--- config.mk ---
export PLATFORM = sky130hd
export DESIGN_NAME = sram_dump_engine_flat
export DESIGN_NICKNAME = d
export VERILOG_FILES = /design/src/rtl/sram_pkg.sv /design/src/rtl/sram_dump_engine_if.sv /design/src/rtl/sram_dump_engine_tx_byte_handshake.sv /design/src/rtl/sram_dump_engine.sv /design/src/flat_wrapper.sv
export SDC_FILE = /design/constraint.sdc
export NUM_CORES = 1
export LEC_CHECK = 0
export ABC_AREA = 1
export CORE_ASPECT_RATIO = 0.75
export CORE_MARGIN = 2
export CORE_UTILIZATION = 35
export CTS_BUF_LIST = sky130_fd_sc_hd__clkbuf_16
export DETAILED_ROUTE_END_ITERATION = 10
export PLACE_DENSITY_LB_ADDON = 0.15
export SKIP_LAST_GASP = 1
export SLEW_MARGIN = 20
export SYNTH_ARGS = -nofsm -noshare
export SYNTH_HDL_FRONTEND = slang
export SYNTH_SLANG_ARGS = --single-unit
export TNS_END_PERCENT = 100
--- constraint.sdc ---
create_clock -name clk -period 1.5 [get_ports clk]
set_input_delay 0.45 -clock clk [delete_from_list [all_inputs] [get_ports clk]]
set_output_delay 0.45 -clock clk [all_outputs]
set_load 0.01 [all_outputs]
--- src/rtl/sram_pkg.sv ---
// Shared definitions for the SRAM dump path (engine and sram_driver).
package sram_pkg;

    // Engine sequencing states.
    typedef enum logic [2:0] {
        IDLE    = 3'd0,
        RD_REQ  = 3'd1,
        RD_LOW  = 3'd2,
        RD_HIGH = 3'd3,
        TX_REQ  = 3'd4,
        TX_ACK  = 3'd5,
        CSUM    = 3'd6,
        FINISH  = 3'd7
    } state_t;

    // Default for appending the trailing checksum byte.
    localparam int CSUM_EN = 1;

    // Byte that brings a modulo-256 running sum back to zero.
    function automatic logic [7:0] csum_complement(input logic [7:0] sum);
        return ~sum + 8'd1;
    endfunction

endpackage

--- src/rtl/sram_dump_engine_if.sv ---
// Bus bundle between the dump engine, the sram_driver and the uart_tx.
interface sram_dump_engine_if #(
    parameter int ADDR_W = 13
);
    logic              ram_ready;
    logic [7:0]        ram_data_read;
    logic              ram_re;
    logic              ram_start;
    logic [ADDR_W-1:0] ram_address;
    logic              tx_ready;
    logic              tx_start;
    logic [7:0]        tx_data;

    modport master (
        input  ram_ready, ram_data_read, tx_ready,
        output ram_re, ram_start, ram_address, tx_start, tx_data
    );

    modport slave (
        output ram_ready, ram_data_read, tx_ready,
        input  ram_re, ram_start, ram_address, tx_start, tx_data
    );
endinterface

--- src/rtl/sram_dump_engine_tx_byte_handshake.sv ---
// Launches one byte to the UART and detects its acceptance as a falling
// edge on tx_ready, which rides out the UART's two-cycle ready latency.
module tx_byte_handshake (
    input  logic       clk,
    input  logic       reset,
    input  logic       launch_en,
    input  logic       ack_en,
    input  logic [7:0] byte_in,
    input  logic       tx_ready,
    output logic       tx_start,
    output logic [7:0] tx_data,
    output logic       launched,
    output logic       acked
);
    logic tx_ready_q;

    assign launched = launch_en & tx_ready;
    assign acked    = ack_en & tx_ready_q & ~tx_ready;

    // Strobe/data registers; tx_ready history for the edge detector.
    always_ff @(posedge clk) begin
        if (reset) begin
            tx_start   <= 1'b0;
            tx_data    <= 8'h00;
            tx_ready_q <= 1'b0;
        end else begin
            tx_ready_q <= tx_ready;
            if (launched) begin
                tx_start <= 1'b1;
                tx_data  <= byte_in;
            end else if (acked) begin
                tx_start <= 1'b0;
            end
        end
    end
endmodule

--- src/rtl/sram_dump_engine.sv ---
// Reads a block of SRAM byte by byte and streams it out of the UART,
// optionally followed by a checksum byte that zeroes the modulo-256 sum.
//
// state   | meaning
// --------+---------------------------------------------------------
// IDLE    | waiting for go with the SRAM driver ready
// RD_REQ  | one-cycle ram_start (or straight to FINISH if nothing left)
// RD_LOW  | waiting for the driver to drop ram_ready
// RD_HIGH | waiting for ram_ready to return; data captured then
// TX_REQ  | waiting for tx_ready to launch the byte
// TX_ACK  | holding tx_start until tx_ready falls
// CSUM    | loading the checksum complement as the next byte
// FINISH  | done pulse, back to IDLE
module sram_dump_engine
    import sram_pkg::*;
#(
    parameter int ADDR_W        = 13,
    parameter int SEND_CHECKSUM = CSUM_EN
) (
    input  logic              clk,
    input  logic              reset,
    input  logic              go,
    input  logic [ADDR_W-1:0] start_addr,
    input  logic [ADDR_W:0]   length,
    input  logic              abort,
    sram_dump_engine_if.master bus,
    output logic              busy,
    output logic              done,
    output logic [7:0]        checksum
);
    state_t            state, state_nx;
    logic [ADDR_W-1:0] addr_q;
    logic [ADDR_W:0]   remain_q;
    logic [7:0]        byte_q;
    logic              abort_pend;
    logic              in_csum;
    logic              launch_en, ack_en;
    logic              hs_launched, hs_acked;
    logic              hs_tx_start;
    logic [7:0]        hs_tx_data;
    logic              accept;

    assign accept          = (state == IDLE) && go && bus.ram_ready;
    assign busy            = (state != IDLE);
    assign done            = (state == FINISH);
    assign bus.ram_re      = busy;
    assign bus.ram_start   = (state == RD_REQ) && (remain_q != '0);
    assign bus.ram_address = addr_q;
    assign bus.tx_start    = hs_tx_start;
    assign bus.tx_data     = hs_tx_data;

    tx_byte_handshake u_tx (
        .clk      (clk),
        .reset    (reset),
        .launch_en(launch_en),
        .ack_en   (ack_en),
        .byte_in  (byte_q),
        .tx_ready (bus.tx_ready),
        .tx_start (hs_tx_start),
        .tx_data  (hs_tx_data),
        .launched (hs_launched),
        .acked    (hs_acked)
    );

    // State register.
    always_ff @(posedge clk) begin
        if (reset) state <= IDLE;
        else       state <= state_nx;
    end

    // Next-state logic and handshake enables.
    always_comb begin
        state_nx  = state;
        launch_en = 1'b0;
        ack_en    = 1'b0;
        case (state)
            IDLE:    if (accept) state_nx = RD_REQ;
            RD_REQ:  state_nx = (remain_q == '0) ? FINISH : RD_LOW;
            RD_LOW:  if (!bus.ram_ready) state_nx = RD_HIGH;
            RD_HIGH: if (bus.ram_ready) state_nx = TX_REQ;
            TX_REQ: begin
                launch_en = 1'b1;
                if (hs_launched) state_nx = TX_ACK;
            end
            TX_ACK: begin
                ack_en = 1'b1;
                if (hs_acked) begin
                    if (in_csum || abort_pend || abort) state_nx = FINISH;
                    else if (remain_q == '0)
                        state_nx = (SEND_CHECKSUM != 0) ? CSUM : FINISH;
                    else state_nx = RD_REQ;
                end
            end
            CSUM:    state_nx = TX_REQ;
            FINISH:  state_nx = IDLE;
            default: state_nx = IDLE;
        endcase
    end

    // Address/count/byte datapath, abort latch and running checksum.
    always_ff @(posedge clk) begin
        if (reset) begin
            addr_q     <= '0;
            remain_q   <= '0;
            byte_q     <= 8'h00;
            checksum   <= 8'h00;
            abort_pend <= 1'b0;
            in_csum    <= 1'b0;
        end else begin
            if (accept) begin
                addr_q     <= start_addr;
                remain_q   <= length;
                checksum   <= 8'h00;
                abort_pend <= 1'b0;
                in_csum    <= 1'b0;
            end
            if (busy && abort) abort_pend <= 1'b1;
            if (state == RD_HIGH && bus.ram_ready) begin
                byte_q   <= bus.ram_data_read;
                addr_q   <= addr_q + 1'b1;
                remain_q <= remain_q - 1'b1;
            end
            if (hs_acked) checksum <= checksum + hs_tx_data;
            if (state == CSUM) begin
                byte_q  <= csum_complement(checksum);
                in_csum <= 1'b1;
            end
        end
    end
endmodule
--- src/flat_wrapper.sv ---
// flat-port wrapper written by rule: the top's interface ports become plain ports
module sram_dump_engine_flat import sram_pkg::*;
#(
    parameter int ADDR_W        = 13,
    parameter int SEND_CHECKSUM = CSUM_EN
)
  (clk, reset, go, start_addr, length, abort, busy, done, checksum, bus_ram_ready, bus_ram_data_read, bus_tx_ready, bus_ram_re, bus_ram_start, bus_ram_address, bus_tx_start, bus_tx_data);
  sram_dump_engine_if #(.ADDR_W(ADDR_W)) bus_i ();
  input  logic clk;
  input  logic reset;
  input  logic go;
  input  logic [ADDR_W-1:0] start_addr;
  input  logic [ADDR_W:0] length;
  input  logic abort;
  output logic busy;
  output logic done;
  output logic [7:0] checksum;
  input wire logic [$bits(bus_i.ram_ready)-1:0] bus_ram_ready;
  input wire logic [$bits(bus_i.ram_data_read)-1:0] bus_ram_data_read;
  input wire logic [$bits(bus_i.tx_ready)-1:0] bus_tx_ready;
  output wire logic [$bits(bus_i.ram_re)-1:0] bus_ram_re;
  output wire logic [$bits(bus_i.ram_start)-1:0] bus_ram_start;
  output wire logic [$bits(bus_i.ram_address)-1:0] bus_ram_address;
  output wire logic [$bits(bus_i.tx_start)-1:0] bus_tx_start;
  output wire logic [$bits(bus_i.tx_data)-1:0] bus_tx_data;
  assign bus_i.ram_ready = bus_ram_ready;
  assign bus_i.ram_data_read = bus_ram_data_read;
  assign bus_i.tx_ready = bus_tx_ready;
  assign bus_ram_re = bus_i.ram_re;
  assign bus_ram_start = bus_i.ram_start;
  assign bus_ram_address = bus_i.ram_address;
  assign bus_tx_start = bus_i.tx_start;
  assign bus_tx_data = bus_i.tx_data;
  sram_dump_engine #(.ADDR_W(ADDR_W), .SEND_CHECKSUM(SEND_CHECKSUM)) u_core (.clk(clk), .reset(reset), .go(go), .start_addr(start_addr), .length(length), .abort(abort), .bus(bus_i), .busy(busy), .done(done), .checksum(checksum));
endmodule
==> results of run 1 <==
## registers in the layout, indices dropped and copies added (netlist names)
signal / cells
u_core.bus.ram_address: 13
u_core.u_tx.tx_data: 8
u_core.remain_q: 14
u_core.abort_pend: 1
u_core.u_tx.tx_start: 1
u_core.checksum: 8
u_core.u_tx.tx_ready_q: 1
u_core.in_csum: 1
u_core.byte_q: 8
u_core.state: 3
## power breakdown
group	leakage [nW]	switching, mW	internal [mW]	total, mW
Clock	0.152	0.738	1.44	2.17
Sequential	0.476	0.177	1.76	1.93
Combinational	2.10	2.26	2.04	4.30
Total	2.73	3.18	5.23	8.41
## cell usage in the layout (no fill, tap or decap), types with 9 or more instances in the layout
cell                                n
sky130_fd_sc_hd__nand2_1          128
sky130_fd_sc_hd__buf_4             74
sky130_fd_sc_hd__inv_1             47
sky130_fd_sc_hd__dfxtp_1           46
sky130_fd_sc_hd__nand3_1           44
sky130_fd_sc_hd__clkdlybuf4s50_1   39
sky130_fd_sc_hd__a21oi_1           36
sky130_fd_sc_hd__nor2_1            35
sky130_fd_sc_hd__dlygate4sd2_1     28
sky130_fd_sc_hd__a21oi_2           20
sky130_fd_sc_hd__buf_6             20
sky130_fd_sc_hd__nand2_2           13
sky130_fd_sc_hd__o21ai_0           12
sky130_fd_sc_hd__nand3_2           12
sky130_fd_sc_hd__dfxtp_2           11
sky130_fd_sc_hd__nor2_4            10
sky130_fd_sc_hd__buf_12            10
sky130_fd_sc_hd__clkbuf_16          9
## worst paths after layout
kind                            cells after the start                    endpoint  slack [ns]                  from
worst min-delay path                                2        u_core.u_tx.tx_start        0.48  u_core.u_tx.tx_start
worst max register to register                     12  u_core.bus.ram_address[11]       -0.19       u_core.state[2]
worst min register to register                      2        u_core.u_tx.tx_start        0.48  u_core.u_tx.tx_start
worst max-delay path                                6               bus_ram_start       -0.21    u_core.remain_q[0]
## logic make-up after synthesis
| group | after synthesis | synth area share (%) |
|---|---|---|
| adder cells (fa/ha/maj) | 11 | 4.06 |
| AND/OR/NAND/NOR | 283 | 35.5 |
| flip-flops | 58 | 32.5 |
| AO/OA/AOI/OAI | 108 | 17.0 |
| buffers and inverters | 77 | 9.49 |
| XOR/XNOR | 6 | 1.47 |
## routing by layer
| metal | global-route usage, % | vias up | part of all wire, % |
|---|---|---|---|
| met1 | 33.7 | 2060 | 47 |
| met2 | 36.9 | 140 | 45 |
| met4 | 8.53 | 0 | 1.9 |
| li1 | - | 2162 | - |
| met3 | 5.84 | 22 | 5.8 |
| met5 | 0 | - | 0 |
## final cells by class
class                           instances  area share, %
Inverter                               57           3.81
Multi-Input combinational cell        409           40.2
Sequential cell                        58           19.2
Timing Repair inverter                  1          0.102
Tap cell                              132           2.69
Clock inverter                          7           1.40
Timing Repair Buffer                  182           28.9
Clock buffer                            9           3.66
## per-stage QoR
step / cells / worst slack (ns) / instance area [um2] / hold slack [ns]
floorplan: 543 / 0.00761 / 3570 / 0.440
global placement: 812 / -0.454 / 5050 / 0.458
detailed placement: 812 / -0.534 / 5050 / 0.465
CTS: 852 / -0.256 / 5980 / 0.472
global route: 855 / -0.260 / 6150 / 0.507
finish: 855 / -0.208 / 6150 / 0.478
## what timing repair did
action,CTS,global route
gates cloned,6,0
hold buffers,0,0
setup buffers,19,6
gates resized for setup,161,51
hold endpoints to repair,0,0
pin swaps,45,32
setup endpoints to repair,81,56
## worst register-to-register path, delay by kind of cell (launching register included)
family / cells / cell delay (ns)
AO/OA/AOI/OAI: 2 / 0.23
buffers and inverters: 7 / 0.78
flip-flops: 1 / 0.33
AND/OR/NAND/NOR: 3 / 0.28
==> Implementation_results.wiki, run 1 <==
{| class="wikitable"
! Metric !! Value
|-
| Result of the run || finished with violations
|-
| Violations in the final reports || negative setup slack
|-
| Clock-pin slew on the worst setup and hold paths || 0.06 ns
|-
| Synth top area cells || sky130_fd_sc_hd__dfxtp_1 33%, sky130_fd_sc_hd__nand2_1 15%, sky130_fd_sc_hd__nand3_1 8.0%, sky130_fd_sc_hd__a21oi_1 7.8%, sky130_fd_sc_hd__inv_1 5.1%
|-
| Via count of the first global-routing pass || 4325
|-
| Dominant register cell in the synthesized netlist || sky130_fd_sc_hd__dfxtp_1
|-
| Sum of internal, switching and leakage power || 8.41 mW
|-
| Relative area change from synthesis to final layout || 72.1%
|-
| Mapped cell area || 3570 um2
|-
| Detailed Place HPWL || 8.84 mm
|-
| Height of the die || 91.5 um
|-
| Worst-Skew Late Latency || 0.33 ns
|-
| Yosys warning count || 0
|-
| Clock tree from TritonCTS || built
|-
| Highest fanout seen on the critical path || 2
|-
| Data arrival time of the critical path || 1.26 ns
|-
| Share of post-route cells with drive strength above 1 || 33.2%
|-
| Number of synthesized flops with an enable pin || 0
|-
| RSZ-0062 raised after global routing || yes
|-
| Transition time of the tightest slew-check pin || 0.407 ns
|-
| Top cell type by total area after synthesis || sky130_fd_sc_hd__dfxtp_1
|-
| Worst slew margin || 72.7%
|-
| Max capacitance violation total || 0
|-
| Critical-path cell list || inv_2 > ha_4 > nand2_4 > nor2_4 > a21oi_2 > buf_2
|-
| Category of cells accounting for the largest share of critical-path delay || flip-flops
|-
| Max Clock Freq || 586 MHz
|-
| Via count normalized by instance count || 5.13
|-
| Number of antenna violations at the first check in global routing || 0
|-
| CTS Root Cell || sky130_fd_sc_hd__clkbuf_16
|-
| Ports || 75
|-
| Fill cell total of the finished layout || 859
|-
| N_diodes || 0
|-
| Total wire length || 13.3 mm
|-
| Req. time, crit path || 1.05 ns
|-
| Horizontal extent of the die || 121 um
|-
| Number of DRC markers after the initial detailed-route iteration || 268
|-
| Share of the yosys chip area belonging to registers || 32.5%
|-
| Leakage component of the power || 2.73 nW
|-
| Setup clock skew after layout || 0.00730 ns
|-
| Nature of the critical path startpoint || flop
|-
| Area share of the largest cell type after synthesis || 32.5%
|-
| Multi-input combinational cell area || 2470 um2
|-
| ANT nets after route || 0
|-
| Critical path type || flop to output port
|-
| Combined flip-flop and latch cell area || 1180 um2
|-
| Clock sink count || 58
|-
| Total Routing Usage GR || 24.4%
|-
| Commonest cells post-synth || 147 x sky130_fd_sc_hd__nand2_1, 58 x sky130_fd_sc_hd__dfxtp_1, 57 x sky130_fd_sc_hd__nand3_1, 56 x sky130_fd_sc_hd__a21oi_1, 49 x sky130_fd_sc_hd__inv_1
|-
| Number of failing hold endpoints at the final stage || 0
|-
| Largest stage delay, worst path || 0.32 ns
|-
| Starting utilization of the core area || 36.5%
|-
| Final sum of negative setup slack || -5.21 ns
|-
| First-pass GRT wire length || 21.5 mm
|-
| Count of unresolved DRC violations after routing || 0
|-
| Post-synthesis async set-or-reset flop share || 0%
|-
| # H-tree levels || 3
|-
| Buffers added on ports || 74
|-
| Mapped Cells || 543
|-
| Worst path slowest cell || sky130_fd_sc_hd__dfxtp_2
|-
| Gpl congestion || 0.888
|-
| Final setup violation count || 50
|-
| Row count || 31
|-
| Routed via count || 4384
|-
| Core outline area || 9770 um2
|-
| Number of buffers inserted during clock tree synthesis || 9
|-
| Flops & latches, synth || 58
|-
| Routed wirelength normalized by instance count || 15.6 um
|-
| Clock Tree Buf Depth || 2
|-
| Tmin final || 1.71 ns
|-
| Maximum number of pins on one net before global-route repair || 21
|-
| Worst hold path class || flop to flop
|-
| Fin. max-slew vios || 0
|-
| Final Core Density || 62.9%
|-
| Total nets after synthesis || 595
|-
| Final period utilization || 114%
|-
| Count of TritonRoute iterations in the first routing pass || 5
|-
| Buffers and inverters on the worst path || 2
|-
| Total congestion overflow after global routing || 0
|-
| CP endpoint kind || output port
|-
| Most frequent cell after synthesis || sky130_fd_sc_hd__nand2_1
|-
| Post-layout worst setup margin || -0.208 ns
|-
| Power Dens Cells || 1370 nW/um2
|-
| Mean area per synthesized cell || 6.58 um2
|-
| Max rail drop VDD || 0.000598 V
|-
| Nets@finish || 770
|-
| Total die area || 11000 um2
|-
| Synth cell types || 37
|}
No activity file was read; power rests on OpenSTA's default activity.
==> inputs of run 2 (changes only) <==
Settings changed: CELL_PAD_IN_SITES_DETAIL_PLACEMENT from default to 0, CELL_PAD_IN_SITES_GLOBAL_PLACEMENT from default to 2, CORE_UTILIZATION 35 to 25.
==> run 2 against run 1 <==
Effect of this change: the run still ends with negative setup slack left; sequential power barely moved; cell count rose by 6.7%; count of clock-buffer cells in the layout did not move; via count fell by 4.0%; sequential cell count did not move; global-route usage fell by 5.8 points; sequential share of layout area fell by 0.43 points; non-clock buffer count rose by 17.
==> Implementation_results.wiki, run 2 (synthesized netlist as in run 1, its figures left out) <==
{| class="wikitable"
! Metric !! Value
|-
| ANT nets after route || 0 (unchanged)
|-
| Ports || 75 (unchanged)
|-
| Smallest hold slack || 0.468 ns (was 0.478 ns)
|-
| Nets@finish || 786 (was 770)
|-
| Relative area change from synthesis to final layout || 76.3% (was 72.1%)
|-
| Worst-Skew Late Latency || 0.33 ns (about the same)
|-
| Maximum number of pins on one net before global-route repair || 17 (was 21)
|-
| Max capacitance violation total || 0 (unchanged)
|-
| Placed cell count || 862 (was 812)
|-
| Clock-pin slew on the worst setup and hold paths || 0.05 ns (was 0.06 ns)
|-
| Most common library cell in the layout ignoring fill and taps || sky130_fd_sc_hd__nand2_1 (unchanged)
|-
| N_diodes || 0 (unchanged)
|-
| Highest fanout seen on the critical path || 3 (was 2)
|-
| Number of DRC markers after the initial detailed-route iteration || 197 (was 268)
|-
| Starting utilization of the core area || 25.8% (was 36.5%)
|-
| Total die area || 15300 um2 (was 11000 um2)
|-
| Layout Cells excl Fill || 912 (was 855)
|-
| Leakage component of the power || 2.82 nW (was 2.73 nW)
|-
| Via count normalized by instance count || 4.61 (was 5.13)
|-
| Row count || 37 (was 31)
|-
| Category of cells accounting for the largest share of critical-path delay || buffers and inverters (was flip-flops)
|-
| Req. time, crit path || 1.05 ns (about the same)
|-
| Setup clock skew after layout || 0.00358 ns (was 0.00730 ns)
|-
| Commonest cells after routing, fill and taps aside || 126 x sky130_fd_sc_hd__nand2_1, 82 x sky130_fd_sc_hd__buf_4, 46 x sky130_fd_sc_hd__inv_1 (was 128 x sky130_fd_sc_hd__nand2_1, 74 x sky130_fd_sc_hd__buf_4, 47 x sky130_fd_sc_hd__inv_1)
|-
| Violations in the final reports || negative setup slack (unchanged)
|-
| Number of failing hold endpoints at the final stage || 0 (unchanged)
|-
| Share of post-route cells with drive strength above 1 || 34.7% (was 33.2%)
|-
| Via count of the first global-routing pass || 4059 (was 4325)
|-
| Fin. max-slew vios || 0 (unchanged)
|-
| Buffers and inverters on the worst path || 4 (was 2)
|-
| Nature of the critical path startpoint || flop (unchanged)
|-
| Max Clock Freq || 571 MHz (was 586 MHz)
|-
| Worst hold path class || flop to flop (unchanged)
|-
| RSZ-0062 raised after global routing || yes (unchanged)
|-
| Routed wirelength normalized by instance count || 15.2 um (was 15.6 um)
|-
| Relative contribution of combinational cells to total power || 52.5% (was 51.2%)
|-
| CP dominant cell by count || sky130_fd_sc_hd__buf_6
|-
| Post-layout worst setup margin || -0.250 ns (was -0.208 ns)
|-
| Transition time of the tightest slew-check pin || 0.429 ns (was 0.407 ns)
|-
| # H-tree levels || 3 (unchanged)
|-
| Horizontal extent of the die || 142 um (was 121 um)
|-
| Clock sink count || 58 (unchanged)
|-
| Hold Buf Count CTS || 0 (unchanged)
|-
| Final period utilization || 117% (was 114%)
|-
| Total Routing Usage GR || 18.5% (was 24.4%)
|-
| Cell-internal power || 5.13 mW (was 5.23 mW)
|-
| Final setup violation count || 52 (was 50)
|-
| Post-Place Setup Slack || -0.502 ns (was -0.534 ns)
|-
| CP endpoint kind || output port (unchanged)
|-
| CTS Root Cell || sky130_fd_sc_hd__clkbuf_16 (unchanged)
|-
| Tmin final || 1.75 ns (was 1.71 ns)
|-
| Switching fraction of total power || 37.5% (was 37.8%)
|-
| Count of TritonRoute iterations in the first routing pass || 4 (was 5)
|-
| Routed via count || 4207 (was 4384)
|-
| First-pass GRT wire length || 21.7 mm (was 21.5 mm)
|-
| Power Dens Cells || 1300 nW/um2 (was 1370 nW/um2)
|-
| Height of the die || 108 um (was 91.5 um)
|-
| Core outline area || 13800 um2 (was 9770 um2)
|-
| Worst path slowest cell || sky130_fd_sc_hd__dfxtp_2 (unchanged)
|-
| Number of antenna violations at the first check in global routing || 0 (unchanged)
|-
| Max FFs per register || 14 (unchanged)
|-
| Result of the run || finished with violations (unchanged)
|-
| Gpl congestion || 0.813 (was 0.888)
|-
| Critical-path cell list || buf_6 > buf_6 > nor2_4 > nand2_4 > buf_4 > buf_6 (was inv_2 > ha_4 > nand2_4 > nor2_4 > a21oi_2 > buf_2)
|-
| Clock Tree Buf Depth || 2 (unchanged)
|-
| Total wire length || 13.9 mm (was 13.3 mm)
|-
| Count of unresolved DRC violations after routing || 0 (unchanged)
|-
| Clock network fraction of design power || 24.1% (was 25.8%)
|-
| Largest stage delay, worst path || 0.33 ns (was 0.32 ns)
|-
| Critical path type || flop to output port (unchanged)
|-
| Biggest register || u_core.remain_q (unchanged)
|-
| Buffers added on ports || 74 (unchanged)
|-
| Final Core Density || 45.5% (was 62.9%)
|-
| Max rail drop VDD || 0.000656 V (was 0.000598 V)
|-
| Share of power burned in registers || 23.4% (was 23.0%)
|-
| Data arrival time of the critical path || 1.30 ns (was 1.26 ns)
|-
| Detailed Place HPWL || 9.64 mm (was 8.84 mm)
|-
| Total net switching power || 3.08 mW (was 3.18 mW)
|-
| Number of buffers inserted during clock tree synthesis || 9 (unchanged)
|-
| Total congestion overflow after global routing || 0 (unchanged)
|-
| Clock tree from TritonCTS || built (unchanged)
|-
| Worst slew margin || 71.2% (was 72.7%)
|}
## run 2: routing by layer
metal	vias up	part of all wire, %	global-route usage (%)
li1	2186	-	-
met1	1933	53	27.4
met2	75	42	27.5
met3	13	4.6	3.69
met4	0	0.93	4.29
met5	-	0	0
## run 2: power by group through the flow
| stage | combinational (mW) | clock [mW] | sequential [mW] |
|---|---|---|---|
| floorplan | 1.63 | 0 | 1.98 |
| global placement | 3.20 | 0 | 1.92 |
| detailed placement | 3.20 | 0 | 1.92 |
| CTS | 4.05 | 2.03 | 1.90 |
| global route | 4.72 | 2.09 | 1.95 |
| finish | 4.31 | 1.98 | 1.92 |
## run 2: through the flow
step | TNS, ns | cell area [um2] | power, mW
after global placement | -19.97 | 5180 | 5.13
after detailed placement | -20.53 | 5180 | 5.12
after CTS | -7.75 | 6030 | 7.98
after floorplan | 0 | 3570 | 3.61
after global routing | -10.79 | 6300 | 8.75
final | -5.97 | 6300 | 8.21
## run 2: worst paths after layout
path / slack, ns / cells after the start / startpoint / endpoint
min: 0.47 / 2 / u_core.byte_q[6] / u_core.byte_q[6]
max reg2reg: -0.20 / 12 / u_core.state[1] / u_core.remain_q[10]
min reg2reg: 0.47 / 2 / u_core.byte_q[6] / u_core.byte_q[6]
max: -0.25 / 6 / u_core.state[1] / busy
## run 2: timing repair
| action | 4_1_cts | 5_1_grt |
|---|---|---|
| cloned | 7 | 0 |
| setup buffers | 20 | 15 |
| endpoints found under the setup margin | 90 | 66 |
| resized for setup | 141 | 87 |
| pin swaps | 35 | 46 |
## run 2: final cells by class
| type | instances | area [um2] |
|---|---|---|
| inverter | 57 | 234 |
| multi-input combinational | 408 | 2470 |
| timing repair buffer | 199 | 1910 |
| fill | 1411 | 7540 |
| timing repair inverter | 1 | 6.26 |
| clock buffer | 9 | 225 |
| clock inverter | 5 | 47.5 |
| sequential | 58 | 1180 |
| tap | 175 | 219 |
## run 2: worst reg2reg max path, cell delays in order, from the launching register on
cell and delay (ns):
sky130_fd_sc_hd__dfxtp_2 0.35, sky130_fd_sc_hd__buf_6 0.10, sky130_fd_sc_hd__buf_6 0.10, sky130_fd_sc_hd__buf_6 0.10, sky130_fd_sc_hd__buf_6 0.09, sky130_fd_sc_hd__nand3_4 0.07
sky130_fd_sc_hd__nor2_4 0.17, sky130_fd_sc_hd__buf_6 0.14, sky130_fd_sc_hd__buf_6 0.12, sky130_fd_sc_hd__buf_16 0.13, sky130_fd_sc_hd__nand3_1 0.08, sky130_fd_sc_hd__nand2_1 0.08
sky130_fd_sc_hd__a21oi_2 0.05
==> inputs of run 3 (changes only) <==
Settings changed: SYNTH_HIERARCHICAL from default to 1.
==> run 3 against run 2 <==
Effect of this change: the flow still finishes with violations (negative setup slack); synthesized area decreased by 1.6%; non-clock buffer count increased by 4; global-route usage decreased by 0.27 points; register-to-register slack got worse by 0.097 ns; via count decreased by 0.97%; total power increased by 3.9%; critical path depth increased by 8; maximum frequency decreased by 2.6%; critical endpoint is now u_core/state[0]; highest routed layer unchanged.
==> Implementation_results.wiki, run 3 <==
{| class="wikitable"
! Metric !! Value
|-
| Flops & latches, synth || 58 (unchanged)
|-
| Starting utilization of the core area || 25.6% (was 25.8%)
|-
| Most common library cell in the layout ignoring fill and taps || sky130_fd_sc_hd__nand2_1 (unchanged)
|-
| Nets@finish || 785 (was 786)
|-
| Mapped cell area || 3510 um2 (was 3570 um2)
|-
| Critical path type || flop to flop (was flop to output port)
|-
| Via count of the first global-routing pass || 4125 (was 4059)
|-
| Fin. max-slew vios || 0 (unchanged)
|-
| # H-tree levels || 3 (unchanged)
|-
| CP endpoint kind || flop (was output port)
|-
| Multi-input combinational cell area || 2330 um2 (was 2470 um2)
|-
| ANT nets after route || 0 (unchanged)
|-
| Nature of the critical path startpoint || flop (unchanged)
|-
| Height of the die || 107 um (was 108 um)
|-
| Data arrival time of the critical path || 2.07 ns (was 1.30 ns)
|-
| Final setup violation count || 50 (was 52)
|-
| Final period utilization || 120% (was 117%)
|-
| Switching fraction of total power || 38.6% (was 37.5%)
|-
| Highest fanout seen on the critical path || 3 (unchanged)
|-
| Relative area change from synthesis to final layout || 75.4% (was 76.3%)
|-
| Buffers added on ports || 74 (unchanged)
|-
| Routed via count || 4166 (was 4207)
|-
| Total wire length || 13.3 mm (was 13.9 mm)
|-
| Yosys warning count || 6 (was 0)
|-
| Setup slack of the worst register-to-register path || -0.30 ns (was -0.20 ns)
|-
| Combined flip-flop and latch cell area || 1170 um2 (was 1180 um2)
|-
| Post-Place Setup Slack || -0.488 ns (was -0.502 ns)
|-
| Relative contribution of combinational cells to total power || 56.3% (was 52.5%)
|-
| Final sum of negative setup slack || -8.36 ns (was -5.97 ns)
|-
| CTS Root Cell || sky130_fd_sc_hd__clkbuf_16 (unchanged)
|-
| RSZ-0062 raised after global routing || yes (unchanged)
|-
| Violations in the final reports || negative setup slack (unchanged)
|-
| Most frequent cell after synthesis || sky130_fd_sc_hd__nand2_1 (unchanged)
|-
| Max FFs per register || 14 (unchanged)
|-
| Total die area || 15000 um2 (was 15300 um2)
|-
| Max rail drop VDD || 0.000998 V (was 0.000656 V)
|-
| Detailed Place HPWL || 9.38 mm (was 9.64 mm)
|-
| Row count || 37 (unchanged)
|-
| Total Routing Usage GR || 18.3% (was 18.5%)
|-
| Clock tree from TritonCTS || built (unchanged)
|-
| Layout Cells excl Fill || 912 (unchanged)
|-
| Clock sink count || 58 (unchanged)
|-
| N_diodes || 0 (unchanged)
|-
| Horizontal extent of the die || 141 um (was 142 um)
|-
| Number of synthesized flops with an enable pin || 0 (unchanged)
|-
| Fill cell total of the finished layout || 1429 (was 1411)
|-
| Max capacitance violation total || 0 (unchanged)
|-
| Maximum number of pins on one net before global-route repair || 18 (was 17)
|-
| Placed cell count || 858 (was 862)
|-
| Synth top area cells || sky130_fd_sc_hd__dfxtp_1 33%, sky130_fd_sc_hd__nand2_1 15%, sky130_fd_sc_hd__a21oi_1 7.0%, sky130_fd_sc_hd__inv_1 6.3%, sky130_fd_sc_hd__nor2_1 5.9% (was sky130_fd_sc_hd__dfxtp_1 33%, sky130_fd_sc_hd__nand2_1 15%, sky130_fd_sc_hd__nand3_1 8.0%, sky130_fd_sc_hd__a21oi_1 7.8%, sky130_fd_sc_hd__inv_1 5.1%)
|-
| Transition time of the tightest slew-check pin || 0.433 ns (was 0.429 ns)
|-
| Leakage component of the power || 2.83 nW (was 2.82 nW)
|-
| Cell area after placement || 5100 um2 (was 5180 um2)
|-
| Sum of internal, switching and leakage power || 8.53 mW (was 8.21 mW)
|-
| Clock Tree Buf Depth || 2 (unchanged)
|-
| Number of failing hold endpoints at the final stage || 0 (unchanged)
|-
| Synth cell types || 35 (was 37)
|-
| Mapped Cells || 534 (was 543)
|-
| Power Dens Cells || 1380 nW/um2 (was 1300 nW/um2)
|-
| Total nets after synthesis || 586 (was 595)
|-
| Mean area per synthesized cell || 6.58 um2 (about the same)
|-
| Clock-pin slew on the worst setup and hold paths || 0.05 ns (about the same)
|-
| Count of TritonRoute iterations in the first routing pass || 4 (unchanged)
|-
| Max Clock Freq || 556 MHz (was 571 MHz)
|-
| Setup clock skew after layout || 0.00474 ns (was 0.00358 ns)
|-
| Top cell type by total area after synthesis || sky130_fd_sc_hd__dfxtp_1 (unchanged)
|-
| Number of DRC markers after the initial detailed-route iteration || 179 (was 197)
|-
| Area share of the largest cell type after synthesis || 33.0% (was 32.5%)
|-
| Post-layout worst setup margin || -0.297 ns (was -0.250 ns)
|-
| Ports || 75 (unchanged)
|-
| Share of power burned in registers || 22.9% (was 23.4%)
|-
| Worst hold path class || flop to flop (unchanged)
|-
| Worst-Skew Late Latency || 0.32 ns (was 0.33 ns)
|-
| Req. time, crit path || 1.77 ns (was 1.05 ns)
|-
| Via count normalized by instance count || 4.57 (was 4.61)
|-
| Gpl congestion || 0.816 (was 0.813)
|-
| Clock network fraction of design power || 20.8% (was 24.1%)
|-
| Worst slew margin || 71.1% (was 71.2%)
|-
| Core outline area || 13700 um2 (was 13800 um2)
|-
| Share of the yosys chip area belonging to registers || 33.0% (was 32.5%)
|-
| Final design instance area without fill || 6160 um2 (was 6300 um2)
|-
| Total net switching power || 3.30 mW (was 3.08 mW)
|-
| Total congestion overflow after global routing || 0 (unchanged)
|-
| Final Core Density || 45.0% (was 45.5%)
|-
| Dominant register cell in the synthesized netlist || sky130_fd_sc_hd__dfxtp_1 (unchanged)
|-
| Routed wirelength normalized by instance count || 14.6 um (was 15.2 um)
|-
| Number of buffers inserted during clock tree synthesis || 9 (unchanged)
|-
| Post-synthesis async set-or-reset flop share || 0% (unchanged)
|-
| Commonest cells after routing, fill and taps aside || 119 x sky130_fd_sc_hd__nand2_1, 90 x sky130_fd_sc_hd__buf_4, 50 x sky130_fd_sc_hd__inv_1, 50 x sky130_fd_sc_hd__dfxtp_1, 45 x sky130_fd_sc_hd__nor2_1 (was 126 x sky130_fd_sc_hd__nand2_1, 82 x sky130_fd_sc_hd__buf_4, 46 x sky130_fd_sc_hd__inv_1)
|-
| Result of the run || finished with violations (unchanged)
|-
| Count of unresolved DRC violations after routing || 0 (unchanged)
|-
| Commonest cells post-synth || 137 x sky130_fd_sc_hd__nand2_1, 59 x sky130_fd_sc_hd__inv_1, 58 x sky130_fd_sc_hd__dfxtp_1, 55 x sky130_fd_sc_hd__nor2_1, 49 x sky130_fd_sc_hd__a21oi_1 (was 147 x sky130_fd_sc_hd__nand2_1, 58 x sky130_fd_sc_hd__dfxtp_1, 57 x sky130_fd_sc_hd__nand3_1, 56 x sky130_fd_sc_hd__a21oi_1, 49 x sky130_fd_sc_hd__inv_1)
|-
| First-pass GRT wire length || 21.4 mm (was 21.7 mm)
|-
| Biggest register || u_core/remain_q (was u_core.remain_q)
|-
| Number of antenna violations at the first check in global routing || 0 (unchanged)
|-
| Cell-internal power || 5.24 mW (was 5.13 mW)
|-
| Tmin final || 1.80 ns (was 1.75 ns)
|-
| Share of post-route cells with drive strength above 1 || 34.2% (was 34.7%)
|-
| Smallest hold slack || 0.480 ns (was 0.468 ns)
|}
## run 3: cell types whose count changed in the layout (fill, tap and decap cells not counted), sizes merged, moves of 3 or more
cell | before | now
dlygate4sd2 | 29 | 25
buf | 129 | 133
nand3 | 58 | 38
nand2 | 149 | 140
a21oi | 56 | 50
xor2 | 4 | 7
nor2 | 50 | 60
clkinv | 4 | 8
inv | 58 | 66
o21a | 7 | 10
o211ai | 4 | 8
## run 3: power by group through the flow
stage | logic, mW | clock network, mW | registers (mW)
2_1_floorplan | 1.65 | 0 | 2.06
3_3_place_gp | 3.35 | 0 | 1.96
3_5_place_dp | 3.35 | 0 | 1.97
4_1_cts | 4.51 | 1.85 | 1.95
5_1_grt | 5.21 | 1.94 | 1.99
6_report | 4.80 | 1.77 | 1.96
## run 3: what timing repair did
action / 4_1_cts / 5_1_grt
buffers inserted: 32 / 9
pin swaps: 44 / 26
gates cloned: 4 / 0
gates resized for setup: 182 / 47
hold buffers: 0 / 0
setup endpoints to repair: 79 / 59
## run 3: routing by layer
metal / up-vias / wire length (um) / GRT usage [%]
met4: 0 / 193 / 4.21
met1: 1920 / 6760 / 25.2
met5: - / 0 / 0
met2: 68 / 5940 / 28.8
li1: 2163 / - / -
met3: 15 / 439 / 4.69
## run 3: final timing paths
path / from / endpoint / depth (start not counted)
max: u_core/state[1] / u_core/state[0] / 14
max reg2reg: u_core/state[1] / u_core/state[0] / 14
min reg2reg: u_core/byte_q[7] / u_core/byte_q[7] / 2
min: u_core/byte_q[7] / u_core/byte_q[7] / 2
## run 3: kinds of logic (layout without fill, tap and decap cells)
group                      count (synthesis)  in the layout  share of synthesized area (%)
buffers and inverters                     83            286                           10.1
DFF                                       58             58                           33.0
xor gates and xnor gates                   8              8                           1.99
AOI/OAI and AO/OA                        110            110                           18.0
adders and majority gates                 11             11                           4.13
and+or+nand+nor                          264            264                           32.7
## run 3: area by class of cell
class / instances / share of cell area (%)
multi-input combinational: 393 / 37.8
clock inverter: 6 / 0.406
sequential: 58 / 19.0
timing repair buffer: 203 / 30.6
timing repair inverter: 1 / 0.183
clock buffer: 9 / 3.65
tap: 175 / 3.55
inverter: 67 / 4.77
## run 3: critical path: stages (launching register included)
cell and delay [ns]:
sky130_fd_sc_hd__dfxtp_2 0.33, sky130_fd_sc_hd__buf_6 0.13, sky130_fd_sc_hd__buf_6 0.12, sky130_fd_sc_hd__nor2_4 0.11, sky130_fd_sc_hd__nand2_2 0.07, sky130_fd_sc_hd__inv_2 0.07, sky130_fd_sc_hd__nand2_2 0.06, sky130_fd_sc_hd__inv_2 0.07
sky130_fd_sc_hd__nor2_4 0.04, sky130_fd_sc_hd__nor2_4 0.13, sky130_fd_sc_hd__nand4_1 0.19, sky130_fd_sc_hd__buf_4 0.20, sky130_fd_sc_hd__a21oi_2 0.13, sky130_fd_sc_hd__nand2_1 0.06, sky130_fd_sc_hd__inv_1 0.04
